$ cat src/rtl/rr_byte_arbiter.sv
// ============================================================================
// rr_byte_arbiter
//
// Four-requester round-robin arbiter that moves single bytes from the granted
// requester into a one-entry registered output stage. A requester holds the
// grant for up to BURST_MAX bytes. The grant also ends when the requester
// drops in_valid. Each change of grant passes through one IDLE cycle.
//
// Parameters
//   BURST_MAX   maximum bytes per grant (legal range 1..15)
//
// Build option
//   ARB_PRIO_EN when defined, requester 0 wins any IDLE arbitration in which
//               it is valid. Otherwise arbitration is pure round-robin.
//
// Ports
//   clk                   single clock, rising edge
//   reset                 asynchronous, active-high reset
//   in_data0..3  [7:0]    requester byte data
//   in_valid0..3          requester has a byte available
//   in_ready0..3          combinational accept strobe per requester
//   out_ready             downstream accepts data_out this cycle
//   data_out     [7:0]    registered arbitrated byte
//   out_valid             registered, data_out is valid
//   grant        [1:0]    index of the current or most recent grant
//   busy                  high while a grant is active (GRANT state)
// ============================================================================
module rr_byte_arbiter #(
    parameter int BURST_MAX = 4
) (
    input  logic       clk,
    input  logic       reset,
    input  logic [7:0] in_data0,
    input  logic [7:0] in_data1,
    input  logic [7:0] in_data2,
    input  logic [7:0] in_data3,
    input  logic       in_valid0,
    input  logic       in_valid1,
    input  logic       in_valid2,
    input  logic       in_valid3,
    output logic       in_ready0,
    output logic       in_ready1,
    output logic       in_ready2,
    output logic       in_ready3,
    input  logic       out_ready,
    output logic [7:0] data_out,
    output logic       out_valid,
    output logic [1:0] grant,
    output logic       busy
);

    typedef enum logic {
        IDLE  = 1'b0,
        GRANT = 1'b1
    } state_t;

    state_t     state;
    state_t     state_nxt;
    logic [1:0] last;        // requester that held the most recent grant
    logic [3:0] counter;     // bytes moved in the current grant

    logic [3:0] valid_vec;
    logic [7:0] data_vec [4];
    logic [3:0] ready_vec;
    logic [1:0] pick;

    logic       can_accept;
    logic       granted_valid;
    logic       xfer;
    logic       burst_done;

    assign valid_vec   = {in_valid3, in_valid2, in_valid1, in_valid0};
    assign data_vec[0] = in_data0;
    assign data_vec[1] = in_data1;
    assign data_vec[2] = in_data2;
    assign data_vec[3] = in_data3;

    assign in_ready0 = ready_vec[0];
    assign in_ready1 = ready_vec[1];
    assign in_ready2 = ready_vec[2];
    assign in_ready3 = ready_vec[3];

    // The output stage can take a new byte when it is empty or draining now.
    assign can_accept    = !out_valid || out_ready;
    assign granted_valid = valid_vec[grant];
    assign xfer          = (state == GRANT) && granted_valid && can_accept;
    assign burst_done    = xfer && (counter == 4'(BURST_MAX - 1));

    // Arbitration winner. Candidates are scanned from farthest to nearest
    // after 'last', so the nearest valid one is written last and wins.
    // Offset 4 wraps to 'last' itself, which is the lowest-priority slot.
    always_comb begin
        // NOTE: every always_comb output gets a default before any branch;
        // a path that leaves it unassigned infers a latch.
        pick = 2'd0;
        for (int k = 4; k >= 1; k--) begin
            if (valid_vec[last + 2'(k)]) begin
                pick = last + 2'(k);
            end
        end
`ifdef ARB_PRIO_EN
        if (valid_vec[0]) begin
            pick = 2'd0;
        end
`endif
    end

    // ------------------------------------------------------------------
    // FSM: state register
    // ------------------------------------------------------------------
    always_ff @(posedge clk or posedge reset) begin
        // NOTE: sequential state is always written with non-blocking
        // assignments so every flop samples pre-edge values.
        if (reset) begin
            state <= IDLE;
        end else begin
            state <= state_nxt;
        end
    end

    // ------------------------------------------------------------------
    // FSM: next-state logic
    // ------------------------------------------------------------------
    always_comb begin
        state_nxt = state;
        case (state)
            IDLE: begin
                if (|valid_vec) begin
                    state_nxt = GRANT;
                end
            end
            GRANT: begin
                if (!granted_valid || burst_done) begin
                    state_nxt = IDLE;
                end
            end
            default: state_nxt = IDLE;
        endcase
    end

    // ------------------------------------------------------------------
    // FSM: outputs
    // ------------------------------------------------------------------
    always_comb begin
        busy      = (state == GRANT);
        ready_vec = 4'b0000;
        if ((state == GRANT) && can_accept) begin
            ready_vec[grant] = 1'b1;
        end
    end

    // ------------------------------------------------------------------
    // Grant bookkeeping: grant index, round-robin pointer, burst counter
    // ------------------------------------------------------------------
    always_ff @(posedge clk or posedge reset) begin
        if (reset) begin
            grant   <= 2'd0;
            last    <= 2'd3;   // so the first grant after reset scans from 0
            counter <= 4'd0;
        end else begin
            if ((state == IDLE) && (|valid_vec)) begin
                grant   <= pick;
                counter <= 4'd0;
            end else if (xfer) begin
                counter <= counter + 4'd1;
            end

            if ((state == GRANT) && (state_nxt == IDLE)) begin
                last <= grant;
            end
        end
    end

    // ------------------------------------------------------------------
    // Output stage: one registered byte, held while the consumer stalls
    // ------------------------------------------------------------------
    always_ff @(posedge clk or posedge reset) begin
        // NOTE: data_out is reset too, not only out_valid, because its
        // post-reset value is observable and must read 8'h00.
        if (reset) begin
            out_valid <= 1'b0;
            data_out  <= 8'h00;
        end else if (xfer) begin
            out_valid <= 1'b1;
            data_out  <= data_vec[grant];
        end else if (out_ready) begin
            out_valid <= 1'b0;
        end
    end

endmodule
$ cat config.mk
export PLATFORM = sky130hd
export DESIGN_NAME = rr_byte_arbiter
export DESIGN_NICKNAME = d
export VERILOG_FILES = /design/src/rtl/rr_byte_arbiter.sv
export SDC_FILE = /design/constraint.sdc
export NUM_CORES = 1
export LEC_CHECK = 0
export ABC_CLOCK_PERIOD_IN_PS = 5100
export CAP_MARGIN = 10
export CORE_MARGIN = 2
export CORE_UTILIZATION = 65
export DETAILED_ROUTE_END_ITERATION = 6
export DONT_BUFFER_PORTS = 1
export PLACE_DENSITY_LB_ADDON = 0.3
export SYNTH_ARGS = -nofsm -noshare
export SYNTH_HDL_FRONTEND = slang
export SYNTH_SLANG_ARGS = --single-unit
$ cat constraint.sdc
create_clock -name clk -period 5.1 [get_ports clk]
set_clock_uncertainty 0.2 [all_clocks]
set_input_delay 1.275 -clock clk [delete_from_list [all_inputs] [get_ports clk]]
set_output_delay 1.275 -clock clk [all_outputs]
set_load 0.005 [all_outputs]
==> results of run 1 <==
==> metrics by stage <==
stage | total power [mW] | utilization [%] | cell area [um^2]
final | 0.642 | 71.4 | 1100
after global routing | 0.694 | 71.4 | 1100
after CTS | 0.647 | 71.4 | 1100
after detailed placement | 0.575 | 69.7 | 1070
after global placement | 0.557 | 69.7 | 1070
after floorplan | 0.550 | - | 1100
==> report_power, final <==
part	internal [mW]	total (mW)	leakage (nW)	switching (mW)
Combinational	0.159	0.263	0.222	0.104
Clock	0.0305	0.0731	0.0150	0.0426
Sequential	0.213	0.305	0.216	0.0930
==> cell type report <==
cell class	count	area, um^2	area share, %
well taps	16	20.0	1.82
clock buffers	4	26.3	2.39
flip-flops and latches	18	453	41.1
inverters	6	22.5	2.05
multi-input cells	58	579	52.6
==> routing by layer <==
metal / part of all wire, % / track usage, % / vias up
li1: - / - / 323
met1: 39 / 31.5 / 361
met2: 51 / 38.6 / 37
met3: 7.2 / 5.60 / 7
met4: 2.8 / 14.1 / 0
met5: 0 / 0 / -
==> synth_stat cells <==
cell type   n
o31ai_1     1
dfstp_2     2
nor3b_1     1
o2111ai_1   1
mux4_1      2
a221oi_1    1
xor2_1      1
o21ai_1     1
nand3b_1    1
buf_12      1
buf_6       1
nand3_1     2
mux2_2     10
mux2i_1     2
o21ai_0     2
nor4_1      1
a31o_2      1
and4_1      1
nand2_1     4
o221ai_1    1
inv_1       6
nor2_2      1
o211ai_1    1
clkbuf_1    2
ha_1        1
nand3_4     1
o32a_1      1
buf_2       1
dfrtp_1    16
nor2_1      8
mux4_2      7
and2_1      1
nand2b_1    3
a31oi_1     1
==> sequential cells by signal (all words and copies together) (netlist names) <==
name / flops
last: 2
grant: 2
out_valid: 1
busy: 1
counter: 4
data_out: 8
==> worst min-delay path by stage <==
stage / to / slack (ns) / depth (start not counted)
6_report: counter[3] / 0.30 / 1
5_1_grt: counter[3] / 0.35 / 1
4_1_cts: counter[3] / 0.30 / 1
3_5_place_dp: counter[3] / 0.29 / 1
3_3_place_gp: counter[3] / 0.27 / 1
2_1_floorplan: counter[3] / 0.24 / 1
==> logic make-up (layout without fill, tap and decap cells) <==
kind of cell / after synthesis / in the layout / synth area share, %
xor gates and xnor gates: 1 / 1 / 0.797
buffers and inverters: 11 / 10 / 6.04
and+or+nand+nor: 24 / 24 / 12.2
muxes: 21 / 21 / 31.2
adders and majority gates: 1 / 1 / 1.14
DFF: 18 / 18 / 41.2
AOI/OAI and AO/OA: 11 / 11 / 7.40
==> impl_metrics.json, run 1 <==
{
  "drc": 0,
  "critical_path_class": "in -> out",
  "fillers": 117,
  "synth_seq_cells": 18,
  "outcome": "finished clean",
  "period_share_pct": 67.1,
  "antenna_found_initial": 0,
  "hold_path.class": "reg -> reg",
  "cp-start-kind": "primary input",
  "row_count": 14,
  "place_inst": 98,
  "synth-seq-area-share_pct": 41.2,
  "cp.depth": 3,
  "yosys.area.top_type": "dfrtp_1",
  "setup_violations": 0,
  "clockBufferDepth": 2,
  "syn-num-nets": 127,
  "core_mm2": 0.00154,
  "grt_start_max_net_pins": 19,
  "layout_commonest_cell": "dfrtp_1",
  "cp.arrival_ns": 1.95,
  "path_cells": "nand2b_1, and2_1, nor3b_1",
  "ys_warn_count": 0,
  "die_width_um": 45.1,
  "cts_sinks": 18,
  "layout_common_cells": "16 x dfrtp_1, 10 x mux2_2, 8 x nor2_1, 7 x mux4_2, 6 x inv_1",
  "slew-limit-headroom_pct": 55.1,
  "vias": 728,
  "final.setup.tns_ns": 0,
  "instances_no_fill": 102,
  "post-place-ws_ns": 1.69,
  "io_buffers": 0,
  "post_cts_buffers": 0,
  "worst_pin_slew_ns": 0.673,
  "numCtsBuffers": 3,
  "hold_violations": 0,
  "die_y_um": 45.1,
  "rsz0062_at_grt": "no",
  "drive_gt1_share_pct": 29.1,
  "grt_use_total_pct": 24.6,
  "post-route-min-period_ns": 3.42,
  "r2r_slack_ns": 2.76,
  "synth_top_area_share_pct": 36.4,
  "p_per_area_mw_per_mm2": 583,
  "dp_hpwl_um": 1660,
  "grt_pass1_wl_um": 3390,
  "synth_area_leaders": "dfrtp_1 36%, mux4_2 14%, mux2_2 10%",
  "fin_nets": 127,
  "grt_overflow": 0,
  "max_freq_mhz": 292,
  "cts_tree": "yes",
  "start_util_pct": 71.3,
  "wirelength_um": 2070,
  "cpLargestDelayFamily": "simple AND/OR/NAND/NOR gates",
  "synth_cells": 87,
  "yosys.cell_types.count": 34,
  "min_from": "counter[3]",
  "path_clk_slew_ns": 0.10,
  "h-tree-depth": 1,
  "reg2reg_depth": 3,
  "io_pins": 55,
  "fin_ws_ns": 1.68,
  "antenna_cells": 0,
  "drt_iter0_drc": 25,
  "whs_ns": 0.302,
  "grt_pass1_vias": 755,
  "drt-vias-per-instance": 7.14,
  "syn_to_final_growth_pct": 0.228,
  "cp_max_fo": 4,
  "worstPathRequired_ns": 3.62,
  "cts.repair.resized": 0,
  "slowest_delay_ns": 0.25,
  "avgSynthCellArea_um2": 12.6,
  "cp-end-kind": "primary output",
  "clock_latency_ns": 0.30,
  "postCtsHoldBufs": 0,
  "root_buffer": "clkbuf_4",
  "p_leak_nw": 0.453,
  "drv_cap": 0,
  "reg2reg_from": "grant[0]",
  "crit_path_end": "in_ready0",
  "gp_congestion": 0.894,
  "ir_drop_mv": 0.359,
  "startpoint": "out_ready",
  "critPathBufInv": 0,
  "firstDrtPassIters": 4,
  "detail-route-antenna-nets": 0,
  "rr_endpoint": "data_out[1]",
  "wl_per_cell_um": 20.3,
  "cp_slowest_cell": "nor3b_1",
  "slew_violations": 0,
  "syn-cell-area_mm2": 0.00110,
  "die_area_mm2": 0.00203
}
Power figures use the tool's default switching activity.
==> inputs of run 2 (changes only) <==
ABC_CLOCK_PERIOD_IN_PS = 3400   (was 5100)
CORE_UTILIZATION = 61   (was 65)
clock period = 3.4 ns   (was 5.1 ns; I/O delays follow)
==> impl_metrics.json, run 2 (synthesized netlist as in run 1, its figures left out) <==
{
  "outcome": "finished clean",
  "cp-start-kind": "primary input",
  "numCtsBuffers": 3,
  "row_count": 15,
  "antenna_cells": 0,
  "cts_sinks": 18,
  "period_share_pct": 76.4,
  "largest-register": "data_out",
  "place_inst": 107,
  "start_util_pct": 64.3,
  "wirelength_um": 1990,
  "die_width_um": 46.4,
  "grt_use_total_pct": 20.7,
  "setup_violations": 0,
  "die_area_mm2": 0.00216,
  "reg_top3": "data_out x8, counter x4",
  "clockPowerShare_pct": 13.6,
  "layout_common_cells": "16 x dfrtp_1, 10 x mux2_2, 8 x nor2_1, 7 x mux4_2, 6 x inv_1",
  "drc": 0,
  "rsz0062_at_grt": "no",
  "worstHoldEndpoint": "counter[3]",
  "post_cts_buffers": 0,
  "critical_path_class": "in -> out",
  "r2r_slack_ns": 1.04,
  "die_y_um": 46.4,
  "drv_cap": 0,
  "p_per_area_mw_per_mm2": 880,
  "ir_drop_mv": 0.442,
  "io_buffers": 0,
  "layout_commonest_cell": "dfrtp_1",
  "grt_start_max_net_pins": 19,
  "hold_path.class": "reg -> reg",
  "dp_hpwl_um": 1580,
  "grt_pass1_wl_um": 3110,
  "path_cells": "nand2b_1, and2_1, nor3b_1",
  "max_freq_mhz": 385,
  "cp.arrival_ns": 1.55,
  "slew_violations": 0,
  "antenna_found_initial": 0,
  "switching_share_pct": 37.0,
  "p_total_mw": 0.987,
  "worstHoldPathCells": 1,
  "instances_no_fill": 111,
  "detail-route-antenna-nets": 0,
  "cts.repair.resized": 0,
  "post-route-min-period_ns": 2.60,
  "h-tree-depth": 1,
  "final.setup.tns_ns": 0,
  "clock_latency_ns": 0.29,
  "grt_pass1_vias": 678,
  "intPower_mw": 0.622,
  "path_clk_slew_ns": 0.11,
  "fin_area_mm2": 0.00112,
  "placed_area_mm2": 0.00109,
  "drive_gt1_share_pct": 30.2,
  "seq_power_share_pct": 46.6,
  "core_mm2": 0.00171,
  "hold_violations": 0,
  "grt_overflow": 0,
  "p_switching_mw": 0.366,
  "rr_endpoint": "data_out[1]",
  "slew-limit-headroom_pct": 54.9,
  "root_buffer": "clkbuf_4",
  "worst_pin_slew_ns": 0.677,
  "slowest_delay_ns": 0.27,
  "cp_slowest_cell": "nor3b_1",
  "postCtsHoldBufs": 0,
  "finish.utilization_pct": 65.7,
  "fin_nets": 127,
  "cp_max_fo": 4,
  "min_from": "counter[3]",
  "cts_tree": "yes",
  "drt_iter0_drc": 11,
  "p_comb_share_pct": 39.8,
  "syn_to_final_growth_pct": 2.16,
  "reg2reg_from": "grant[0]",
  "firstDrtPassIters": 4,
  "io_pins": 55,
  "gp_congestion": 0.827,
  "drt-vias-per-instance": 6.67,
  "wl_per_cell_um": 18.0,
  "clockBufferDepth": 2,
  "worstPathRequired_ns": 2.35,
  "reg2reg_depth": 3,
  "largest_register_ffs": 8,
  "vias": 740,
  "cp-end-kind": "primary output",
  "p_leak_nw": 0.459
}
## run 2: cell counts in the layout (fill, tap and decap cells not counted)
No cell type changed its count.
## run 2: critical path, delay by kind of cell
family / cells / cell delay, ns
AND/OR/NAND/NOR: 3 / 0.70
## run 2: per-stage QoR
step / setup slack (ns) / hold slack, ns
2_1_floorplan: 0.923 / 0.243
3_3_place_gp: 0.818 / 0.262
3_5_place_dp: 0.799 / 0.270
4_1_cts: 0.795 / 0.283
5_1_grt: 0.710 / 0.310
6_report: 0.802 / 0.287
## run 2: layer usage
metal / track usage [%] / wire length [um] / vias to the layer above
li1: - / - / 327
met1: 28.1 / 780 / 379
met2: 33.1 / 1070 / 28
met3: 4.31 / 109 / 6
met4: 6.86 / 36 / 0
met5: 0 / 0 / -
## run 2: how the worst max path moves through the flow
| stage | from | to | slack [ns] | cells past startpoint |
|---|---|---|---|---|
| 5_1_grt | out_ready | in_ready3 | 0.71 | 4 |
| 4_1_cts | out_ready | in_ready1 | 0.80 | 4 |
| 2_1_floorplan | out_ready | in_ready0 | 0.92 | 3 |
| 6_report | out_ready | in_ready0 | 0.80 | 3 |
| 3_3_place_gp | out_ready | in_ready1 | 0.82 | 4 |
| 3_5_place_dp | out_ready | in_ready1 | 0.80 | 4 |
## run 2: power by group through the flow
stage	Clock (mW)	Sequential [mW]	Combinational (mW)
after floorplan	0	0.384	0.441
after global placement	0	0.460	0.379
after detailed placement	0	0.470	0.398
after CTS	0.134	0.464	0.399
after global routing	0.142	0.483	0.434
final	0.135	0.460	0.393
## run 2: cell type report
class / count / area [um^2]
Clock buffer: 4 / 36.3
Fill cell: 131 / 586
Inverter: 6 / 22.5
Multi-Input combinational cell: 58 / 579
Sequential cell: 18 / 453
Tap cell: 25 / 31.3
